**config.mk**
```make
export PLATFORM = sky130hd
export DESIGN_NAME = ddr3_burst_arbiter
export DESIGN_NICKNAME = d
export VERILOG_FILES = /design/src/rtl/ddr3_arb_pkg.sv /design/src/rtl/burst_addr_gen.sv /design/src/rtl/ddr3_burst_arbiter.sv
export SDC_FILE = /design/constraint.sdc
export NUM_CORES = 1
export LEC_CHECK = 0
export CAP_MARGIN = 20
export CORE_AREA = 2 2 89 91
export DETAILED_ROUTE_END_ITERATION = 7
export DIE_AREA = 0 0 91 93
export PLACE_DENSITY = 0.79
export SYNTH_ARGS = -nofsm -noshare
export SYNTH_HDL_FRONTEND = slang
export SYNTH_SLANG_ARGS = --single-unit
```
**constraint.sdc**
```tcl
create_clock -name clk -period 3 [get_ports clk]
set_input_delay 0.3 -clock clk [delete_from_list [all_inputs] [get_ports clk]]
set_output_delay 0.3 -clock clk [all_outputs]
set_load 0.01 [all_outputs]
```
**src/rtl/ddr3_arb_pkg.sv**
```systemverilog
// Shared types for the DDR3 burst arbiter: FSM state encoding and command-length width.
package ddr3_arb_pkg;

    localparam int CMD_LEN_W = 8;

    typedef enum logic [2:0] {
        IDLE    = 3'd0,
        WR_CMD  = 3'd1,
        WR_DATA = 3'd2,
        RD_CMD  = 3'd3,
        RD_DATA = 3'd4
    } arb_state_t;

endpackage

```
**src/rtl/burst_addr_gen.sv**
```systemverilog
// Per-channel burst address: steps by BURST_LEN per accepted command, wraps per frame.
// Frame-start is held pending and only takes effect while the arbiter is idle.
module burst_addr_gen #(
    parameter int unsigned ADDR_WIDTH  = 28,
    parameter int unsigned BASE        = 0,
    parameter int unsigned BURST_LEN   = 64,
    parameter int unsigned FRAME_BEATS = 129600
) (
    input  logic                  clk,
    input  logic                  rst,
    input  logic                  frame_start,
    input  logic                  apply,
    input  logic                  advance,
    output logic [ADDR_WIDTH-1:0] addr
);

    localparam logic [ADDR_WIDTH-1:0] BASE_A = ADDR_WIDTH'(BASE);
    localparam logic [ADDR_WIDTH-1:0] WRAP_A = ADDR_WIDTH'(BASE + FRAME_BEATS);
    localparam logic [ADDR_WIDTH-1:0] STEP_A = ADDR_WIDTH'(BURST_LEN);

    logic                  pending;
    logic [ADDR_WIDTH-1:0] next_addr;

    assign next_addr = addr + STEP_A;

    always_ff @(posedge clk) begin
        if (rst) begin
            addr    <= BASE_A;
            pending <= 1'b0;
        end else if (apply) begin
            // A pulse arriving in the idle cycle itself counts as pending.
            if (pending || frame_start) begin
                addr <= BASE_A;
            end
            pending <= 1'b0;
        end else begin
            if (frame_start) begin
                pending <= 1'b1;
            end
            if (advance) begin
                addr <= (next_addr == WRAP_A) ? BASE_A : next_addr;
            end
        end
    end

endmodule

```
**src/rtl/ddr3_burst_arbiter.sv**
```systemverilog
// Picks camera-write or HDMI-read DDR3 bursts and strobes the FIFO enables for their beats.
// Latency: one cycle from idle decision to cmd_valid; FIFO enables are combinational.
// Backpressure: cmd_ready holds the command; wdata_ready/rdata_valid gate beats.
module ddr3_burst_arbiter
    import ddr3_arb_pkg::*;
#(
    parameter int unsigned ADDR_WIDTH    = 28,
    parameter int unsigned LEVEL_WIDTH   = 10,
    parameter int unsigned BURST_LEN     = 64,
    parameter int unsigned RD_FIFO_DEPTH = 256,
    parameter int unsigned RD_URGENT     = 64,
    parameter int unsigned FRAME_BEATS   = 129600,
    parameter int unsigned WR_BASE       = 0,
    parameter int unsigned RD_BASE       = 0
) (
    input  logic                   clk,
    input  logic                   rst,
    input  logic [LEVEL_WIDTH-1:0] wr_fifo_level,
    input  logic                   wr_frame_start,
    input  logic [LEVEL_WIDTH-1:0] rd_fifo_level,
    input  logic                   rd_frame_start,
    output logic                   cmd_valid,
    input  logic                   cmd_ready,
    output logic                   cmd_write,
    output logic [ADDR_WIDTH-1:0]  cmd_addr,
    output logic [CMD_LEN_W-1:0]   cmd_len,
    input  logic                   wdata_ready,
    output logic                   wr_fifo_rd_en,
    output logic                   wdata_last,
    input  logic                   rdata_valid,
    output logic                   rd_fifo_wr_en,
    output logic                   busy
);

    arb_state_t            state_q, state_d;
    logic [7:0]            cnt_q;
    logic                  last_write_q;
    logic                  wr_elig, rd_elig, rd_urgent, last_beat;
    logic [ADDR_WIDTH-1:0] wr_addr, rd_addr;

    assign wr_elig   = 32'(wr_fifo_level) >= BURST_LEN;
    assign rd_elig   = (32'(rd_fifo_level) + BURST_LEN) <= RD_FIFO_DEPTH;
    assign rd_urgent = 32'(rd_fifo_level) < RD_URGENT;
    assign last_beat = cnt_q == 8'(BURST_LEN - 1);

    assign cmd_valid = (state_q == WR_CMD) || (state_q == RD_CMD);
    assign cmd_write = state_q == WR_CMD;
    assign cmd_len   = CMD_LEN_W'(BURST_LEN - 1);
    assign busy      = state_q != IDLE;
    assign cmd_addr  = (state_q == WR_CMD) ? wr_addr :
                       (state_q == RD_CMD) ? rd_addr : '0;

    always_comb begin
        state_d       = state_q;
        wr_fifo_rd_en = 1'b0;
        wdata_last    = 1'b0;
        rd_fifo_wr_en = 1'b0;
        case (state_q)
            IDLE: begin
                if (wr_elig && rd_elig) begin
                    state_d = (rd_urgent || last_write_q) ? RD_CMD : WR_CMD;
                end else if (wr_elig) begin
                    state_d = WR_CMD;
                end else if (rd_elig) begin
                    state_d = RD_CMD;
                end
            end
            WR_CMD:  if (cmd_ready) state_d = WR_DATA;
            RD_CMD:  if (cmd_ready) state_d = RD_DATA;
            WR_DATA: begin
                // Gated by rst so an abort suppresses the beat in the reset cycle too.
                wr_fifo_rd_en = wdata_ready && !rst;
                wdata_last    = wr_fifo_rd_en && last_beat;
                if (wdata_ready && last_beat) state_d = IDLE;
            end
            RD_DATA: begin
                rd_fifo_wr_en = rdata_valid && !rst;
                if (rdata_valid && last_beat) state_d = IDLE;
            end
            default: state_d = IDLE;
        endcase
    end

    always_ff @(posedge clk) begin
        if (rst) begin
            state_q      <= IDLE;
            cnt_q        <= '0;
            last_write_q <= 1'b1;
        end else begin
            state_q <= state_d;
            if (cmd_valid) begin
                cnt_q <= '0;
            end else if (wr_fifo_rd_en || rd_fifo_wr_en) begin
                cnt_q <= cnt_q + 8'd1;
            end
            if (cmd_valid && cmd_ready) begin
                last_write_q <= cmd_write;
            end
        end
    end

    burst_addr_gen #(
        .ADDR_WIDTH  (ADDR_WIDTH),
        .BASE        (WR_BASE),
        .BURST_LEN   (BURST_LEN),
        .FRAME_BEATS (FRAME_BEATS)
    ) u_wr_addr (
        .clk         (clk),
        .rst         (rst),
        .frame_start (wr_frame_start),
        .apply       (state_q == IDLE),
        .advance     ((state_q == WR_CMD) && cmd_ready),
        .addr        (wr_addr)
    );

    burst_addr_gen #(
        .ADDR_WIDTH  (ADDR_WIDTH),
        .BASE        (RD_BASE),
        .BURST_LEN   (BURST_LEN),
        .FRAME_BEATS (FRAME_BEATS)
    ) u_rd_addr (
        .clk         (clk),
        .rst         (rst),
        .frame_start (rd_frame_start),
        .apply       (state_q == IDLE),
        .advance     ((state_q == RD_CMD) && cmd_ready),
        .addr        (rd_addr)
    );

endmodule

```
==> results.cfg, run 1 <==
[status]
status = finished clean

[timing]
finalSetupViolCount = 0
finalCriticalPeriod_ns = 2.826
slew_violations = 0
grt_setup_unrepaired = no
worst_pin_slew_ns = 0.7412
whs_ns = 0.4890
max_freq_mhz = 353.8
hold_viol_final = 0
setup_tns_ns = 0
skew_ns = 0.01051
slew_headroom = 0.5040
timing.final.crit_share = 0.9421

[critical_path]
slowest_stage = or3_2
timing.rr.end = u_wr_addr.addr[15]
critPathCaptureType = flop
arrival_ns = 3.09
r2r_cells = 9
timing.rr.start = u_wr_addr.addr[6]
reg2reg_slack_ns = 0.17
worstSetupPathType = reg -> reg
critPathTopFamily = simple AND/OR/NAND/NOR gates
crit_buf_inv = 0
crit_fanout = 6
start_kind = flop
crit_chain = ha_1 -> nand3_1 -> or3_2 -> nor3_1 -> o22ai_1 -> or4_4 -> and2_4 -> nand2b_4 -> and2_1
max_stage_delay_ns = 0.60
required_ns = 3.26

[placement]
hpwlAfterDp_um = 7687
port_buffers = 48
place_congestion = 0.9281

[worst_hold_path]
hold_path.class = reg -> reg
whs_endpoint = last_write_q
worstHoldStart = last_write_q
min_delay_path_depth = 1

[synthesis]
syn_avg_cell_area_um2 = 7.526
ys_warn_count = 0
synth_cells = 528
synth_cell_types = 62
synth_flop_cell = dfxtp_1
synth_edf_count = 0
async_flop_share = 0
synth-seq-cells = 58
synth_seq_area_share = 0.2922
synth.cell_area_um2 = 3974

[cts]
clockRootBuffer = clkbuf_8
post_cts_buffers = 0
numCtsBuffers = 9
clkSinkCount = 58
cts_resized = 0
cts_hold_buf = 0
clk_latency_ns = 0.36
cts_max_path_buffers = 2
cts_tree = yes
clk_pin_slew_ns = 0.08
cts_max_level = 3

[global_route]
grt_pass1_vias = 3762
antenna_found_initial = 0
track_usage = 0.2581
grt_pass1_wl_um = 17680
grt_overflow_total = 0
grt_max_degree = 43

[flow_run]
max-cap-violations = 0

[power_and_ir_drop]
p_seq_frac = 0.375
p_switching_mw = 0.8755
p_int_mw = 1.345
switching_share = 0.3944
p_leak_nw = 1.712
ir_drop_v = 0.0003008
p_per_area_nw_per_um2 = 469.9
combPwrFrac = 0.320
power_frac_clock = 0.305

[finish]
num_antenna_cells = 0
area_growth_pct = 18.89
seqCellArea_um2 = 1161
multi_input_area_um2 = 2546
fillers = 682
fin_nets = 599
drive_above_1_share = 0.1101

[drt]
wl_per_cell_um = 16.11
first_iter_violations = 284
vias = 4098
drt_wl_total_um = 10860
viasPerCell = 6.080
drtAntennaViolNets = 0
drc = 0
dr.pass1.iters = 5

[floorplan]
rows = 32
ioPinCount = 69
die_x_um = 91
start_util = 0.5279
coreArea_um2 = 7527
dieArea_um2 = 8463
die_y_um = 93
power groups by stage:
stage          clock, mW  sequential (mW)  combinational [mW]
4_1_cts            0.676            0.830               0.699
5_1_grt            0.710            0.837               0.786
3_5_place_dp           0            0.848               0.695
2_1_floorplan          0            0.833               0.462
6_report           0.678            0.831               0.711
3_3_place_gp           0            0.845               0.674
state kept, by name, indices dropped and copies added, names as in the netlist:
signal,cells
cnt_q,8
last_write_q,1
state_q,3
u_rd_addr.addr,22
u_rd_addr.pending,1
u_wr_addr.addr,22
u_wr_addr.pending,1
logic make-up (layout without fill, tap and decap cells):
family                   Yosys count  count (layout)  synth area share
flip-flops                        58              58            0.2922
buffers and inverters             68             100           0.08407
XOR/XNOR                          28              28           0.06171
AO/OA/AOI/OAI                    117             117            0.2018
AND/OR/NAND/NOR                  245             245            0.3297
other                              2              14          0.001890
multiplexers                       5               5           0.01291
adder cells (fa/ha/maj)            5               5           0.01574
per-stage QoR:
| step | utilization | instance area (µm²) | setup WS [ns] | instances | total power, mW |
|---|---|---|---|---|---|
| floorplan | - | 4019 | 0.2920 | 540 | 1.295 |
| global placement | 0.6007 | 4522 | 0.3016 | 658 | 1.519 |
| detailed placement | 0.6007 | 4522 | 0.2186 | 658 | 1.543 |
| CTS | 0.6247 | 4702 | 0.2046 | 674 | 2.206 |
| global route | 0.6277 | 4725 | 0.01587 | 674 | 2.333 |
| finish | 0.6277 | 4725 | 0.1738 | 674 | 2.220 |
cell usage in the layout (no fill, tap or decap), types with 8 or more instances in the layout:
cell type,instances
nor2_1,79
nor4_1,8
clkdlybuf4s50_1,48
inv_1,11
xnor2_1,19
o21ai_0,23
dfxtp_1,58
buf_4,25
a31oi_1,12
nand2_1,47
a21oi_1,21
a22o_1,21
nand3_1,17
a311oi_1,9
and2_1,10
clkbuf_8,9
conb_1,14
xor2_1,9
nor3_1,15
nand4_1,14
layer usage:
| layer | global-route usage | vias up | part of all wire |
|---|---|---|---|
| li1 | - | 1954 | - |
| met5 | 0 | - | 0 |
| met3 | 0.04029 | 31 | 0.055 |
| met1 | 0.3251 | 1951 | 0.42 |
| met2 | 0.4327 | 162 | 0.49 |
| met4 | 0.1250 | 0 | 0.027 |
worst register-to-register path, delay by kind of cell, from the launching register on:
kind,cells,cell delay [ns]
simple gates,7,2.02
flops,1,0.33
fa+ha+maj,1,0.25
compound gates,1,0.12
cell usage after synthesis, types with 3 or more instances:
| cell | number | area [µm²] |
|---|---|---|
| and3_1 | 7 | 43.79 |
| nor3b_1 | 4 | 30.03 |
| inv_1 | 11 | 41.29 |
| o21ai_0 | 23 | 115.1 |
| o211ai_1 | 3 | 22.52 |
| and2_1 | 10 | 62.56 |
| buf_4 | 18 | 135.1 |
| mux2i_1 | 4 | 40.04 |
| nor2_1 | 79 | 296.5 |
| nor4_1 | 9 | 56.30 |
| a31oi_1 | 12 | 75.07 |
| clkbuf_1 | 28 | 105.1 |
| or2_2 | 5 | 31.28 |
| nor3_1 | 15 | 75.07 |
| nand3_1 | 17 | 85.08 |
| xnor2_1 | 19 | 166.4 |
| buf_2 | 9 | 45.04 |
| nand2_1 | 47 | 176.4 |
| ha_1 | 5 | 62.56 |
| nand4_1 | 14 | 87.58 |
| a22o_1 | 21 | 183.9 |
| a32oi_1 | 3 | 26.28 |
| nor2b_1 | 4 | 25.02 |
| xor2_1 | 9 | 78.83 |
| and4_1 | 7 | 61.31 |
| a21oi_1 | 22 | 110.1 |
| a22oi_1 | 6 | 45.04 |
| a311oi_1 | 9 | 78.83 |
| dfxtp_1 | 58 | 1161 |
| a211oi_1 | 4 | 30.03 |
| or4_1 | 4 | 30.03 |
how the worst max path moves through the flow:
stage | endpoint | start | cells past startpoint | slack [ns]
6_report | u_wr_addr.addr[15] | u_wr_addr.addr[6] | 9 | 0.17
5_1_grt | u_rd_addr.addr[9] | u_rd_addr.addr[12] | 9 | 0.02
4_1_cts | u_rd_addr.addr[9] | u_rd_addr.addr[12] | 8 | 0.20
3_5_place_dp | u_wr_addr.addr[15] | u_wr_addr.addr[6] | 9 | 0.22
3_3_place_gp | u_wr_addr.addr[14] | u_wr_addr.addr[6] | 9 | 0.30
2_1_floorplan | u_wr_addr.addr[13] | u_wr_addr.addr[7] | 9 | 0.29
cell type report:
class                   count  area share
clock inverters             7     0.01192
well taps                 102     0.02701
flip-flops and latches     58      0.2458
clock buffers               9     0.02622
inverters                  11    0.008739
repair buffers             73      0.1414
multi-input cells         414      0.5389
Note: power is estimated with default switching activity, not from simulation.
==> run 2, diff against run 1 <==
--- a/config.mk
+++ b/config.mk
@@ -10,6 +10,7 @@
 export DETAILED_ROUTE_END_ITERATION = 7
 export DIE_AREA = 0 0 91 93
 export PLACE_DENSITY = 0.79
+export SETUP_SLACK_MARGIN = 0.05
 export SYNTH_ARGS = -nofsm -noshare
 export SYNTH_HDL_FRONTEND = slang
 export SYNTH_SLANG_ARGS = --single-unit
==> results of run 2 <==
No change in the layout: final DEF, timing and power equal those of run 1.
